`config.mk`:
```
export PLATFORM = sky130hd
export DESIGN_NAME = muldiv_unit_flat
export DESIGN_NICKNAME = d
export VERILOG_FILES = /design/src/rtl/muldiv_pkg.sv /design/src/rtl/muldiv_unit_if.sv /design/src/rtl/muldiv_unit_div_core.sv /design/src/rtl/muldiv_unit.sv /design/src/flat_wrapper.sv
export SDC_FILE = /design/constraint.sdc
export NUM_CORES = 1
export LEC_CHECK = 0
export CAP_MARGIN = 15
export CELL_PAD_IN_SITES_DETAIL_PLACEMENT = 1
export CELL_PAD_IN_SITES_GLOBAL_PLACEMENT = 1
export CORE_ASPECT_RATIO = 1.1
export CORE_MARGIN = 3
export CORE_UTILIZATION = 43
export CTS_CLUSTER_DIAMETER = 150
export DETAILED_ROUTE_END_ITERATION = 10
export DONT_BUFFER_PORTS = 1
export GPL_TIMING_DRIVEN = 1
export PLACE_DENSITY_LB_ADDON = 0.25
export SETUP_SLACK_MARGIN = 0.2
export SYNTH_ARGS = -nofsm -noshare
export SYNTH_HDL_FRONTEND = slang
export SYNTH_SLANG_ARGS = --single-unit
export TNS_END_PERCENT = 30
```
`constraint.sdc`:
```
create_clock -name i_clk -period 4.82 [get_ports i_clk]
set_input_delay 1.205 -clock i_clk [delete_from_list [all_inputs] [get_ports i_clk]]
set_output_delay 1.205 -clock i_clk [all_outputs]
set_load 0.01 [all_outputs]
```
`src/rtl/muldiv_pkg.sv`:
```
// muldiv_pkg: shared encodings for the multiply/divide unit.
//   op_e    - MIPS HI/LO operation select (MULT, MULTU, DIV, DIVU)
//   state_e - unit FSM states
//   N_ITER  - iterations of the shift-add / restoring-divide loop
package muldiv_pkg;

    typedef enum logic [1:0] {
        OP_MULT  = 2'b00,
        OP_MULTU = 2'b01,
        OP_DIV   = 2'b10,
        OP_DIVU  = 2'b11
    } op_e;

    typedef enum logic [1:0] {
        ST_IDLE = 2'b00,
        ST_CALC = 2'b01,
        ST_DONE = 2'b10
    } state_e;

    localparam int          N_ITER    = 32;
    localparam logic [31:0] DIV0_QUOT = 32'hFFFF_FFFF;

    // op[1] selects divide, op[0] selects unsigned
    function automatic logic is_div(op_e op);
        return op[1];
    endfunction

    function automatic logic is_signed(op_e op);
        return !op[0];
    endfunction

endpackage

```
`src/rtl/muldiv_unit_if.sv`:
```
// muldiv_unit_if: request / HI-LO write bus of the multiply/divide unit.
//   start, op, opA, opB, cancel : execute stage -> unit
//   busy, done                  : unit -> pipeline control
//   wHiData, wLoData, whi, wlo  : unit -> HI/LO register file write port
//   modport master = execute stage side, modport slave = muldiv_unit
interface muldiv_unit_if;
    import muldiv_pkg::*;

    logic        start;
    op_e         op;
    logic [31:0] opA;
    logic [31:0] opB;
    logic        cancel;
    logic        busy;
    logic        done;
    logic [31:0] wHiData;
    logic [31:0] wLoData;
    logic        whi;
    logic        wlo;

    modport master (
        output start, op, opA, opB, cancel,
        input  busy, done, wHiData, wLoData, whi, wlo
    );

    modport slave (
        input  start, op, opA, opB, cancel,
        output busy, done, wHiData, wLoData, whi, wlo
    );

endinterface

```
`src/rtl/muldiv_unit_div_core.sv`:
```
// div_core: combinational divide datapath for muldiv_unit.
//   i_signed, i_a, i_b        -> o_abs_a, o_abs_b : operand magnitudes
//   i_rem, i_quot, i_dvs      -> o_rem, o_quot    : one restoring radix-2 step
//   i_neg_q, i_neg_r          -> o_lo, o_hi       : sign-fixed step result
module div_core (
    input  logic        i_signed,
    input  logic [31:0] i_a,
    input  logic [31:0] i_b,
    output logic [31:0] o_abs_a,
    output logic [31:0] o_abs_b,
    input  logic [31:0] i_rem,
    input  logic [31:0] i_quot,
    input  logic [31:0] i_dvs,
    output logic [31:0] o_rem,
    output logic [31:0] o_quot,
    input  logic        i_neg_q,
    input  logic        i_neg_r,
    output logic [31:0] o_lo,
    output logic [31:0] o_hi
);
    logic [32:0] w_sh;
    logic [32:0] w_diff;
    logic        w_ge;

    // -0x80000000 wraps to 0x80000000, which is the correct magnitude unsigned
    assign o_abs_a = (i_signed && i_a[31]) ? -i_a : i_a;
    assign o_abs_b = (i_signed && i_b[31]) ? -i_b : i_b;

    // rem < dvs always holds, so the shifted rem is < 2*dvs and the 33-bit
    // difference lies in (-2^32, 2^32): bit 32 is a valid sign.
    assign w_sh   = {i_rem, i_quot[31]};
    assign w_diff = w_sh - {1'b0, i_dvs};
    assign w_ge   = !w_diff[32];

    assign o_rem  = w_ge ? w_diff[31:0] : w_sh[31:0];
    assign o_quot = {i_quot[30:0], w_ge};

    assign o_lo = i_neg_q ? -o_quot : o_quot;
    assign o_hi = i_neg_r ? -o_rem  : o_rem;

endmodule

```
`src/rtl/muldiv_unit.sv`:
```
// muldiv_unit: multi-cycle MULT/MULTU/DIV/DIVU unit driving the HI/LO write port.
//   i_clk, i_rst : clock, synchronous active-high reset
//   bus          : muldiv_unit_if.slave (request, busy/done, HI/LO write port)
// Optional build macro MULDIV_FAST_MULT_EN: multiplies complete in one cycle
// through a combinational 32x32 multiplier; the iterative multiply path is
// removed. Divide is iterative in both builds.
module muldiv_unit
    import muldiv_pkg::*;
(
    input  logic          i_clk,
    input  logic          i_rst,
    muldiv_unit_if.slave  bus
);
    state_e      r_state;
    logic [4:0]  r_cnt;
    op_e         r_op;
    logic [31:0] r_opnd;     // multiplicand or divisor magnitude
    logic [31:0] r_hi;       // accumulator high / partial remainder
    logic [31:0] r_lo;       // multiplier bits / quotient bits
    logic        r_neg_q;    // negate product or quotient
    logic        r_neg_r;    // negate remainder
    logic [31:0] r_out_hi;
    logic [31:0] r_out_lo;

    logic        w_sgn_in;
    logic        w_neg_in;
    logic [31:0] w_abs_a, w_abs_b;
    logic [31:0] w_d_rem, w_d_quot;
    logic [31:0] w_fix_hi, w_fix_lo;
    logic [63:0] w_next;
    logic [63:0] w_final;

    assign w_sgn_in = is_signed(bus.op);
    assign w_neg_in = w_sgn_in & (bus.opA[31] ^ bus.opB[31]);

    div_core u_div (
        .i_signed (w_sgn_in),
        .i_a      (bus.opA),
        .i_b      (bus.opB),
        .o_abs_a  (w_abs_a),
        .o_abs_b  (w_abs_b),
        .i_rem    (r_hi),
        .i_quot   (r_lo),
        .i_dvs    (r_opnd),
        .o_rem    (w_d_rem),
        .o_quot   (w_d_quot),
        .i_neg_q  (r_neg_q),
        .i_neg_r  (r_neg_r),
        .o_lo     (w_fix_lo),
        .o_hi     (w_fix_hi)
    );

`ifdef MULDIV_FAST_MULT_EN
    logic [63:0] w_fast_umul;
    logic [63:0] w_fast_prod;

    assign w_fast_umul = 64'(w_abs_a) * 64'(w_abs_b);
    assign w_fast_prod = w_neg_in ? -w_fast_umul : w_fast_umul;
    assign w_next      = {w_d_rem, w_d_quot};
    assign w_final     = {w_fix_hi, w_fix_lo};
`else
    logic [32:0] w_m_sum;
    logic [63:0] w_m_next;

    // Shift-right multiply: add multiplicand into the high half when the
    // current multiplier LSB is set, then shift {carry, hi, lo} right.
    assign w_m_sum  = {1'b0, r_hi} + (r_lo[0] ? {1'b0, r_opnd} : 33'd0);
    assign w_m_next = {w_m_sum, r_lo[31:1]};
    assign w_next   = is_div(r_op) ? {w_d_rem, w_d_quot} : w_m_next;
    assign w_final  = is_div(r_op) ? {w_fix_hi, w_fix_lo}
                                   : (r_neg_q ? -w_m_next : w_m_next);
`endif

    always_ff @(posedge i_clk) begin
        if (i_rst) begin
            r_state  <= ST_IDLE;
            r_cnt    <= '0;
            r_op     <= OP_MULT;
            r_opnd   <= '0;
            r_hi     <= '0;
            r_lo     <= '0;
            r_neg_q  <= 1'b0;
            r_neg_r  <= 1'b0;
            r_out_hi <= '0;
            r_out_lo <= '0;
        end else begin
            case (r_state)
                ST_IDLE: begin
                    if (bus.start && !bus.cancel) begin
                        r_op    <= bus.op;
                        r_cnt   <= '0;
                        r_hi    <= '0;
                        r_neg_q <= w_neg_in;
                        r_neg_r <= w_sgn_in & bus.opA[31];
                        // divide: {rem, quot} = {0, |A|}; multiply: {acc, mplier} = {0, |B|}
                        r_lo    <= is_div(bus.op) ? w_abs_a : w_abs_b;
                        r_opnd  <= is_div(bus.op) ? w_abs_b : w_abs_a;
                        if (is_div(bus.op) && bus.opB == '0) begin
                            r_out_hi <= bus.opA;
                            r_out_lo <= DIV0_QUOT;
                            r_state  <= ST_DONE;
                        end
`ifdef MULDIV_FAST_MULT_EN
                        else if (!is_div(bus.op)) begin
                            {r_out_hi, r_out_lo} <= w_fast_prod;
                            r_state              <= ST_DONE;
                        end
`endif
                        else begin
                            r_state <= ST_CALC;
                        end
                    end
                end
                ST_CALC: begin
                    if (bus.cancel) begin
                        r_state <= ST_IDLE;
                    end else begin
                        r_cnt        <= r_cnt + 5'd1;
                        {r_hi, r_lo} <= w_next;
                        if (r_cnt == 5'(N_ITER - 1)) begin
                            {r_out_hi, r_out_lo} <= w_final;
                            r_state              <= ST_DONE;
                        end
                    end
                end
                ST_DONE: r_state <= ST_IDLE;
                default: r_state <= ST_IDLE;
            endcase
        end
    end

    // cancel in DONE must kill the HI/LO write in the same cycle
    assign bus.busy    = (r_state != ST_IDLE);
    assign bus.done    = (r_state == ST_DONE) && !bus.cancel;
    assign bus.whi     = bus.done;
    assign bus.wlo     = bus.done;
    assign bus.wHiData = r_out_hi;
    assign bus.wLoData = r_out_lo;

endmodule

```
`src/flat_wrapper.sv`:
```
// flat-port wrapper written by rule: the top's interface ports become plain ports
module muldiv_unit_flat import muldiv_pkg::*;
  (i_clk, i_rst, bus_start, bus_op, bus_opA, bus_opB, bus_cancel, bus_busy, bus_done, bus_wHiData, bus_wLoData, bus_whi, bus_wlo);
  muldiv_unit_if bus_i ();
  input  logic i_clk;
  input  logic i_rst;
  input wire logic [$bits(bus_i.start)-1:0] bus_start;
  input wire logic [$bits(bus_i.op)-1:0] bus_op;
  input wire logic [$bits(bus_i.opA)-1:0] bus_opA;
  input wire logic [$bits(bus_i.opB)-1:0] bus_opB;
  input wire logic [$bits(bus_i.cancel)-1:0] bus_cancel;
  output wire logic [$bits(bus_i.busy)-1:0] bus_busy;
  output wire logic [$bits(bus_i.done)-1:0] bus_done;
  output wire logic [$bits(bus_i.wHiData)-1:0] bus_wHiData;
  output wire logic [$bits(bus_i.wLoData)-1:0] bus_wLoData;
  output wire logic [$bits(bus_i.whi)-1:0] bus_whi;
  output wire logic [$bits(bus_i.wlo)-1:0] bus_wlo;
  assign bus_i.start = bus_start;
  assign bus_i.op = bus_op;
  assign bus_i.opA = bus_opA;
  assign bus_i.opB = bus_opB;
  assign bus_i.cancel = bus_cancel;
  assign bus_busy = bus_i.busy;
  assign bus_done = bus_i.done;
  assign bus_wHiData = bus_i.wHiData;
  assign bus_wLoData = bus_i.wLoData;
  assign bus_whi = bus_i.whi;
  assign bus_wlo = bus_i.wlo;
  muldiv_unit u_core (.i_clk(i_clk), .i_rst(i_rst), .bus(bus_i));
endmodule
```
==> out/metrics.cfg <==
[sta]
min_period_over_period_pct=94.17
timing.hold.ws_ns=0.4592
clock-skew-final_ns=0.01410
tightestPinTransition_ns=1.118
finalHoldViolations=0
timing.max_slew.rel_slack_pct=25.49
min_period_ns=4.539
setup-violations-final=0
rsz_0062_raised_after_global_routing=yes
timing.final.max_slew_violations=0
fmaxAchievable_ghz=0.2203
final.setup.worst_slack_ns=0.2812
setup_tns_ns=0

[logic_synthesis]
yosysUniqueCellTypes=88
ys_seq_area_share_pct=19.97
synth-simple-area-share_pct=24.77
post_synth_xor_area_fraction_pct=10.54
ys_async_sr_fraction_pct=0
netlist_top_cells_area=sky130_fd_sc_hd__dfxtp_1 20%, sky130_fd_sc_hd__nor2_1 6.7%, sky130_fd_sc_hd__a21oi_1 6.4%
cell_type_contributing_the_most_total_cell_area_after_synthesis=sky130_fd_sc_hd__dfxtp_1
main_combinational_cell_family_by_area_after_synthesis=compound AO/OA/AOI/OAI gates
synth_common_cells=304 x sky130_fd_sc_hd__nor2_1, 283 x sky130_fd_sc_hd__nand2_1, 219 x sky130_fd_sc_hd__a21oi_1, 170 x sky130_fd_sc_hd__dfxtp_1, 164 x sky130_fd_sc_hd__o21ai_0
syn_area_mm2=0.01704
syn_inst=2447
synthDominantCellAreaShare_pct=19.97
synth_enable_flop_cells=0
synth.avg_cell_area_um2=6.964
yosys_most_used_dff=sky130_fd_sc_hd__dfxtp_1
synth_fa_ha_area_share_pct=5.448
yosys-mux-area-fraction_pct=4.442
synth_compound_area_share_pct=29.03
yosys_warnings=0
synthMostInstantiatedCell=sky130_fd_sc_hd__nor2_1
synth.ff_latch_count=170
synth.net_count=2590

[clocking]
cts_inserted_buffers=17
clkTransAtPathRegs_ns=0.09
insertion_delay_ns=0.46
cts_buffer_depth=2
tritoncts_num_sinks=170
cts_root_buffer=sky130_fd_sc_hd__clkbuf_16
cts_tree=done
htreeDepth=4

[floorplan]
design.core.area_mm2=0.03866
dieArea_mm2=0.04206
io-pin-count=138
die_height_um=214.8
placementRows=75
start_util_pct=44.07
die_width_um=195.8

[worst_setup_path]
critical_path_arrival_ns=4.90
path_cells=inv_4 > buf_12 > nor2_1 > ha_1 > o211ai_1 > o211ai_1 > nand2_1 > xnor2_1 > or4_4 > or4b_4 > nor4_4 > nand2b_1 > o41ai_2 > xor2_1 > nor2_1 > o31a_1
cp_max_fo=13
worst_path_max_delay_cell=sky130_fd_sc_hd__or4b_4
worstPathBufferInverterCount=2
timing_worst_setup_path_type=reg2reg
highest_cell_delay_on_the_worst_timing_path_ns=0.61
required_worst_endpoint_ns=5.18
family_with_the_most_delay_on_the_worst_path=simple AND/OR/NAND/NOR gates
worst_r2r_startpoint=u_core.r_lo[0]
setup_crit_end_kind=register
worst_setup_path_start_kind=register
launch_point_of_the_critical_path=u_core.r_lo[0]

[cells_and_area]
nNetsFinal=2553
final-seq-area_mm2=0.003410
final_layout_size_suffix_gt1_share_pct=11.60
utilization_pct=48.94
area_taken_by_multi_input_logic_gates_mm2=0.01298
synthToLayoutAreaGrowth_pct=11.04
fillCellCount=4943

[grt]
gr-total-overflow=0
pin_count_of_the_biggest_net_entering_global_routing=133
wire_length_of_the_first_global_routing_pass_mm=116.7
first_global_vias=18817
grt_use_total_pct=35.20
number_of_antenna_violations_at_the_first_check_in_global_routing=2

[route]
routed_wirelength_mm=77.75
avg_vias_per_cell=6.574
met1Wirelength_mm=33.42
met3_length_mm=6.644
ant_nets=0
top_layer=met5
met2_length_mm=34.81
wire_per_inst_um=26.59
route.vias.total=19222
detailedRoute.firstPassIterationCount=6
detailedRoute.firstIterationViolations=1648
remaining_drc_errors=0

[placement]
post-dp-hpwl_mm=59.97
place_worst_setup_slack_ns=0.1451
gp_congestion=0.9687
io_buffer_count=0

[run_status]
outcome=finished, final reports clean

[flow_run]
timing.max_cap.violations=0

[power_and_ir_drop]
power.static_leakage_nw=7.312
design_power_total_mw=4.560
power.density_mw_per_mm2=241.0
max-vdd-ir-drop_uv=187.4

[worst_hold_path]
min_from=u_core.r_opnd[14]
worst_min_delay_path_category=reg2reg

## tightest hold or removal path, delay by kind of cell (launching register included)
family             cells  cell delay, ns
DFF                    1            0.31
AOI/OAI and AO/OA      1            0.05
and+or+nand+nor        1            0.05
## power breakdown
part	leakage, nW	switching [mW]	internal, mW
logic	5.62	0.971	0.531
registers	1.38	0.0776	1.45
clock network	0.306	0.772	0.761
## cells by family (layout without fill, tap and decap cells)
logic type | count (synthesis) | after routing
compound gates | 764 | 764
simple gates | 906 | 906
buf+inv | 255 | 231
flops | 170 | 170
other cells | 0 | 1
fa+ha+maj | 73 | 73
mux | 74 | 74
xor+xnor | 205 | 205
## per-stage QoR
step | cell area [µm²] | instances
floorplan | 17050 | 2447
global placement | 17900 | 2882
detailed placement | 17900 | 2882
CTS | 18550 | 2914
global route | 18920 | 2923
finish | 18920 | 2924
## cell type report
type	count	share of cell area, %
clock inverter	15	1.157
clock buffer	17	2.248
inverter	77	1.541
multi-input combinational	2022	68.61
tap	500	3.306
sequential	170	18.02
timing repair buffer	122	5.105
antenna	1	0.01323
## sequential cells by signal, indices dropped and copies added, names as in the netlist
register / count
u_core.r_op: 1
u_core.bus.wHiData: 32
u_core.r_cnt: 5
u_core.bus.wLoData: 32
u_core.r_hi: 32
u_core.r_neg_r: 1
u_core.r_neg_q: 1
u_core.r_opnd: 32
u_core.r_state: 2
u_core.r_lo: 32
## layer usage
| metal | global-route usage, % | vias up |
|---|---|---|
| met3 | 7.847 | 143 |
| li1 | - | 8746 |
| met2 | 55.49 | 825 |
| met4 | 11.77 | 2 |
| met1 | 47.62 | 9506 |
| met5 | 0 | - |
## cell usage in the layout (no fill, tap or decap), drive strengths merged, types with 41 or more instances in the layout
master  count
xnor2     116
nor3       85
o21ai     167
o211ai     65
ha         71
nor2      304
a211oi     41
buf       121
nand2     283
inv        79
mux2i      61
xor2       89
a21oi     219
dfxtp     170
## timing repair
item | CTS | global route
gates cloned | 0 | 1
hold buffers | 0 | 0
setup endpoints to repair | 5 | 31
buffers inserted | 0 | 8
pin swaps | 0 | 13
gates resized for setup | 2 | 69
## path summary, 6_finish.rpt
path                                          endpoint  slack [ns]  cells after the start
worst max register to register  u_core.bus.wHiData[31]        0.28                     16
worst min register to register       u_core.r_opnd[14]        0.46                      2
worst min-delay path                 u_core.r_opnd[14]        0.46                      2
worst max-delay path            u_core.bus.wHiData[31]        0.28                     16
Power figures use the tool's default switching activity.
